==> src/rtl/wb_stage.sv <==
// Writeback stage: retires instructions from the memory stage, waits for the load response on loads,
// extends the load lane and drives the register-file write port, commit pulse and retire counter.
module wb_stage #(
  parameter int unsigned XLEN    = 64,
  parameter int unsigned TIMEOUT = 255,
  parameter int unsigned CNT_W   = 64
) (
  input  logic             clk,
  input  logic             rst,
  input  logic             in_valid,
  output logic             in_ready,
  input  logic [XLEN-1:0]  in_pc,
  input  logic [4:0]       in_rd,
  input  logic             in_rd_we,
  input  logic [XLEN-1:0]  in_result,
  input  logic             in_is_load,
  input  logic [1:0]       in_ld_size,
  input  logic             in_ld_unsigned,
  input  logic [2:0]       in_addr_lo,
  input  logic             mem_rvalid,
  input  logic [XLEN-1:0]  mem_rdata,
  output logic             we_o,
  output logic [4:0]       waddr_o,
  output logic [XLEN-1:0]  wdata_o,
  output logic             commit_o,
  output logic [XLEN-1:0]  commit_pc_o,
  output logic [CNT_W-1:0] retire_cnt_o,
  output logic             err_o
);

  typedef enum logic [0:0] {IDLE, WAIT_LOAD} state_t;

  state_t            r_state, w_state_nxt;
  logic [4:0]        r_rd;
  logic              r_rd_we;
  logic [1:0]        r_size;
  logic              r_uns;
  logic [2:0]        r_addr;
  logic [XLEN-1:0]   r_pc;
  logic [15:0]       r_tcnt;
  logic              r_err;
  logic              r_we, r_commit;
  logic [4:0]        r_waddr;
  logic [XLEN-1:0]   r_wdata, r_commit_pc;
  logic [CNT_W-1:0]  r_retire_cnt;

  logic              w_accept;
  logic [15:0]       w_tcnt_inc;
  logic              w_timeout;
  logic [7:0]        w_byte;
  logic [15:0]       w_half;
  logic [31:0]       w_word;
  logic [XLEN-1:0]   w_ld_data;

  assign in_ready     = (r_state == IDLE);
  assign w_accept     = in_valid & in_ready;
  assign w_tcnt_inc   = r_tcnt + 16'd1;
  assign w_timeout    = (w_tcnt_inc == 16'(TIMEOUT));

  // Low address bits beyond the natural lane are dropped by the slice index.
  assign w_byte = mem_rdata[{r_addr, 3'b000} +: 8];
  assign w_half = mem_rdata[{r_addr[2:1], 4'b0000} +: 16];
  assign w_word = mem_rdata[{r_addr[2], 5'b00000} +: 32];

  always_comb begin
    w_ld_data = mem_rdata;
    case (r_size)
      2'd0:    w_ld_data = {{(XLEN-8){~r_uns & w_byte[7]}}, w_byte};
      2'd1:    w_ld_data = {{(XLEN-16){~r_uns & w_half[15]}}, w_half};
      2'd2:    w_ld_data = {{(XLEN-32){~r_uns & w_word[31]}}, w_word};
      default: w_ld_data = mem_rdata;
    endcase
  end

  always_comb begin
    w_state_nxt = r_state;
    case (r_state)
      IDLE:      if (w_accept && in_is_load) w_state_nxt = WAIT_LOAD;
      WAIT_LOAD: if (mem_rvalid || w_timeout) w_state_nxt = IDLE;
      default:   w_state_nxt = IDLE;
    endcase
  end

  always_ff @(posedge clk) begin
    if (rst) r_state <= IDLE;
    else     r_state <= w_state_nxt;
  end

  always_ff @(posedge clk) begin
    if (rst) begin
      r_rd         <= '0;
      r_rd_we      <= 1'b0;
      r_size       <= '0;
      r_uns        <= 1'b0;
      r_addr       <= '0;
      r_pc         <= '0;
      r_tcnt       <= '0;
      r_err        <= 1'b0;
      r_we         <= 1'b0;
      r_commit     <= 1'b0;
      r_waddr      <= '0;
      r_wdata      <= '0;
      r_commit_pc  <= '0;
      r_retire_cnt <= '0;
    end else begin
      r_we     <= 1'b0;
      r_commit <= 1'b0;
      case (r_state)
        IDLE: begin
          if (w_accept && !in_is_load) begin
            r_we         <= in_rd_we & (in_rd != 5'd0);
            r_waddr      <= in_rd;
            r_wdata      <= in_result;
            r_commit     <= 1'b1;
            r_commit_pc  <= in_pc;
            r_retire_cnt <= r_retire_cnt + 1'b1;
          end else if (w_accept) begin
            r_rd    <= in_rd;
            r_rd_we <= in_rd_we;
            r_size  <= in_ld_size;
            r_uns   <= in_ld_unsigned;
            r_addr  <= in_addr_lo;
            r_pc    <= in_pc;
            r_tcnt  <= '0;
          end
        end
        WAIT_LOAD: begin
          if (mem_rvalid) begin
            r_we         <= r_rd_we & (r_rd != 5'd0);
            r_waddr      <= r_rd;
            r_wdata      <= w_ld_data;
            r_commit     <= 1'b1;
            r_commit_pc  <= r_pc;
            r_retire_cnt <= r_retire_cnt + 1'b1;
          end else begin
            r_tcnt <= w_tcnt_inc;
            if (w_timeout) r_err <= 1'b1;
          end
        end
        default: ;
      endcase
    end
  end

  assign we_o         = r_we;
  assign waddr_o      = r_waddr;
  assign wdata_o      = r_wdata;
  assign commit_o     = r_commit;
  assign commit_pc_o  = r_commit_pc;
  assign retire_cnt_o = r_retire_cnt;
  assign err_o        = r_err;

endmodule

==> config.mk <==
export PLATFORM = sky130hd
export DESIGN_NAME = wb_stage
export DESIGN_NICKNAME = d
export VERILOG_FILES = /design/src/rtl/wb_stage.sv
export SDC_FILE = /design/constraint.sdc
export NUM_CORES = 1
export LEC_CHECK = 0
export BUFFER_PORTS_ARGS = -buffer_cell sky130_fd_sc_hd__clkbuf_2
export CORE_UTILIZATION = 56
export DETAILED_ROUTE_END_ITERATION = 8
export PLACE_DENSITY = 0.86
export SYNTH_ARGS = -nofsm -noshare
export SYNTH_HDL_FRONTEND = slang
export SYNTH_SLANG_ARGS = --single-unit
==> constraint.sdc <==
create_clock -name clk -period 6.1 [get_ports clk]
set_input_delay 0.915 -clock clk [delete_from_list [all_inputs] [get_ports clk]]
set_output_delay 0.915 -clock clk [all_outputs]
set_load 0.02 [all_outputs]
==> metrics.md <==
| Metric | Value |
|---|---|
| Outcome | `completed` |
| FP Rows | `56` |
| Worst hold path class | `reg2reg` |
| CTS Hold Bufs | `0` |
| Initial antenna violation count | `1` |
| Synth top area cells | `dfxtp_1 (43%), a21oi_1 (6.7%), mux2i_1 (6.3%)` |
| Layout cells sized above 1 | `27.1%` |
| DRT Wirelength | `45.0 mm` |
| R2R Setup Slk | `2730 ps` |
| Drt drc | `0` |
| Sw frac | `27.1%` |
| Fmax | `297 MHz` |
| Count of state elements after synthesis | `293` |
| Ys async rst share | `0%` |
| Setup bufs post-CTS | `0` |
| IO Pins | `410` |
| Switching pwr | `1.28 mW` |
| Die W | `159 microns` |
| TritonCTS Buffers | `31` |
| Clock Path Buffers | `3` |
| IR drop worst, VDD | `0.000239 V` |
| Post-detail-place hpwl | `31.6 mm` |
| Startpoint Class | `flip-flop` |
| Setup CP Type | `reg2reg` |
| Pwr dens | `280 nW/um^2` |
| Root Driver | `clkbuf_16` |
| Crit-path cells | `nand2_1, nand2_8, nand3_2, nor4b_1, xnor2_1, nor2_1` |
| Crit path arrival time | `3780 ps` |
| Drt via density | `6.01` |
| Clock-pin slew on the worst setup and hold paths | `60 ps` |
| Sequential share of power | `44.2%` |
| Count leader, synth | `dfxtp_1` |
| GRT overflow | `0` |
| Mapped Nets | `1,852` |
| Core Box Area | `23,800 sq um` |
| Crit-path max cell delay | `960 ps` |
| Clock network power share | `41.4%` |
| Internal power | `3.44 mW` |
| Global placement routability congestion | `0.972` |
| Top_reg_cell synth | `dfxtp_1` |
| Headroom to the max-slew limit | `19.1%` |
| Largest net degree at the start of global routing | `136` |
| Ys Warns | `0` |
| CP max FO | `102` |
| Clock Skew | `16.2 ps` |
| First-pass GRT wire length | `70.7 mm` |
| H-tree depth | `1` |
| Setup TNS | `0 ps` |
| LEAKAGE | `6.70 nW` |
| Synthesized area | `13,800 sq um` |
| Die height | `159 microns` |
| Initial DRC Count | `1,801` |
| CTS tree | `built` |
| Post-DRT Antenna Nets | `0` |
| Critical-path top delay cell | `dfxtp_4` |
| Die area | `25,200 sq um` |
| Final hold vios | `0` |
| Min cycle time layout | `3370 ps` |
| Power share of the combinational group | `14.4%` |
| Via count | `13.9k` |
| Cell variety after synth | `58` |
| Worst-skew pair later-pin latency | `560 ps` |
| Drt first pass iters | `5` |
| Slew Viols, Final | `0` |
| Post-synthesis instance total | `1,640` |
| Total track usage | `34.5%` |
| Area Growth Syn to Fin | `22.7%` |
| Total of cells resized after clock tree synthesis | `0` |
| RSZ-0062 raised after global routing | `no` |
| Worst setup EP type | `flip-flop` |
| WP data required | `6510 ps` |
| Commonest cells in the netlist | `dfxtp_1 (293), nand2_1 (225), a21oi_1 (184), nor2_1 (176), clkbuf_1 (93)` |
| Worst Tran Pin Value | `1210 ps` |
| Seq/Total Area, Yosys | `42.6%` |
| WHS | `450 ps` |
| Net count, final | `2,178` |
| Setup violations, final | `0` |
| EDFF count, synth | `0` |
| Syn Area/Cell | `8.39 sq um` |
| Area share of the largest cell type after synthesis | `42.6%` |
| Drt wl/cell | `19.5 microns` |
| Final worst path period share | `55.2%` |
| Port bufs | `409` |
| Clock sinks | `293` |
| Starting Density | `57.9%` |
| Max-cap viol count | `0` |
| Area leader, netlist | `dfxtp_1` |
| Vias in the first global route | `13.1k` |
## registers in the layout, summed over array words and instances, names as in the netlist
name / cells
we_o: 1
r_tcnt: 16
wdata_o: 64
r_pc: 64
r_uns: 1
r_size: 2
waddr_o: 5
r_rd: 5
r_state: 1
err_o: 1
r_rd_we: 1
r_addr: 3
retire_cnt_o: 64
commit_o: 1
commit_pc_o: 64
## stage by stage
step / total power, mW / utilization [%] / setup slack, ps / instance area (sq um) / std cells
floorplan: 2.53 / - / 3640 / 13800 / 1640
global placement: 2.77 / 66.6 / 2840 / 15800 / 2252
detailed placement: 2.79 / 66.6 / 2800 / 15800 / 2252
CTS: 4.72 / 71.1 / 2800 / 16900 / 2308
global route: 4.87 / 71.1 / 2540 / 16900 / 2309
finish: 4.72 / 71.1 / 2730 / 16900 / 2309
## per-layer routing
| layer | vias up | share of wire [%] | GRT usage, % |
|---|---|---|---|
| met5 | - | 0 | 0 |
| met4 | 0 | 4.2 | 14.6 |
| met3 | 121 | 10 | 7.29 |
| met2 | 712 | 45 | 53.6 |
| met1 | 6534 | 41 | 46.2 |
| li1 | 6504 | - | - |
## path summary, 6_finish.rpt
| kind | start | endpoint | depth (start not counted) |
|---|---|---|---|
| hold reg to reg | wdata_o[41]$_SDFFE_PP0P_ | wdata_o[41]$_SDFFE_PP0P_ | 2 |
| hold / removal | wdata_o[41]$_SDFFE_PP0P_ | wdata_o[41]$_SDFFE_PP0P_ | 2 |
| setup reg to reg | r_state$_SDFF_PP0_ | retire_cnt_o[50]$_SDFFE_PP0P_ | 6 |
| setup / recovery | r_state$_SDFF_PP0_ | retire_cnt_o[50]$_SDFFE_PP0P_ | 6 |
## cell families after synthesis
group                    Yosys count  synth area share, %
multiplexers                     126                 11.0
XOR/XNOR                          59                 3.76
AO/OA/AOI/OAI                    436                 18.6
flip-flops                       293                 42.6
AND/OR/NAND/NOR                  575                 19.3
adder cells (fa/ha/maj)            3                0.273
buffers and inverters            148                 4.44
## cell usage in the layout (no fill, tap or decap), types with 11 or more instances in the layout
master / n
nand4_1: 22
clkbuf_8: 11
nor3_1: 25
clkbuf_16: 31
o22ai_1: 16
and3_1: 22
nor2_1: 175
a31oi_1: 11
or3_1: 13
dfxtp_1: 291
mux4_2: 17
nand2_1: 225
xnor2_1: 45
inv_1: 17
o21ai_1: 30
mux2_2: 22
a21oi_1: 183
o21ai_0: 79
clkbuf_2: 408
nor4_1: 15
xor2_1: 14
a211oi_1: 85
nand3_1: 24
mux2i_1: 86
buf_4: 15
## worst max-delay path, delay by kind of cell, from the launching register on
family / cells / cell delay [ps]
flops: 1 / 960
simple gates: 5 / 1990
xor+xnor: 1 / 170
## power by group through the flow
stage | clock network [mW] | logic [mW] | registers [mW]
after floorplan | 0 | 0.339 | 2.19
after global placement | 0 | 0.652 | 2.12
after detailed placement | 0 | 0.666 | 2.12
after CTS | 1.97 | 0.670 | 2.08
after global routing | 2.05 | 0.727 | 2.10
final | 1.96 | 0.679 | 2.09
## final cells by class
cell class              instances  area, sq um
clock buffers                  47          936
clock inverters                 9          130
diodes                          1         2.50
well taps                     319          399
fillers                      1902         6870
inverters                      17         63.8
multi-input cells            1199         7310
repair buffers                424         2170
flip-flops and latches        293         5870
Note: power is estimated with default switching activity, not from simulation.
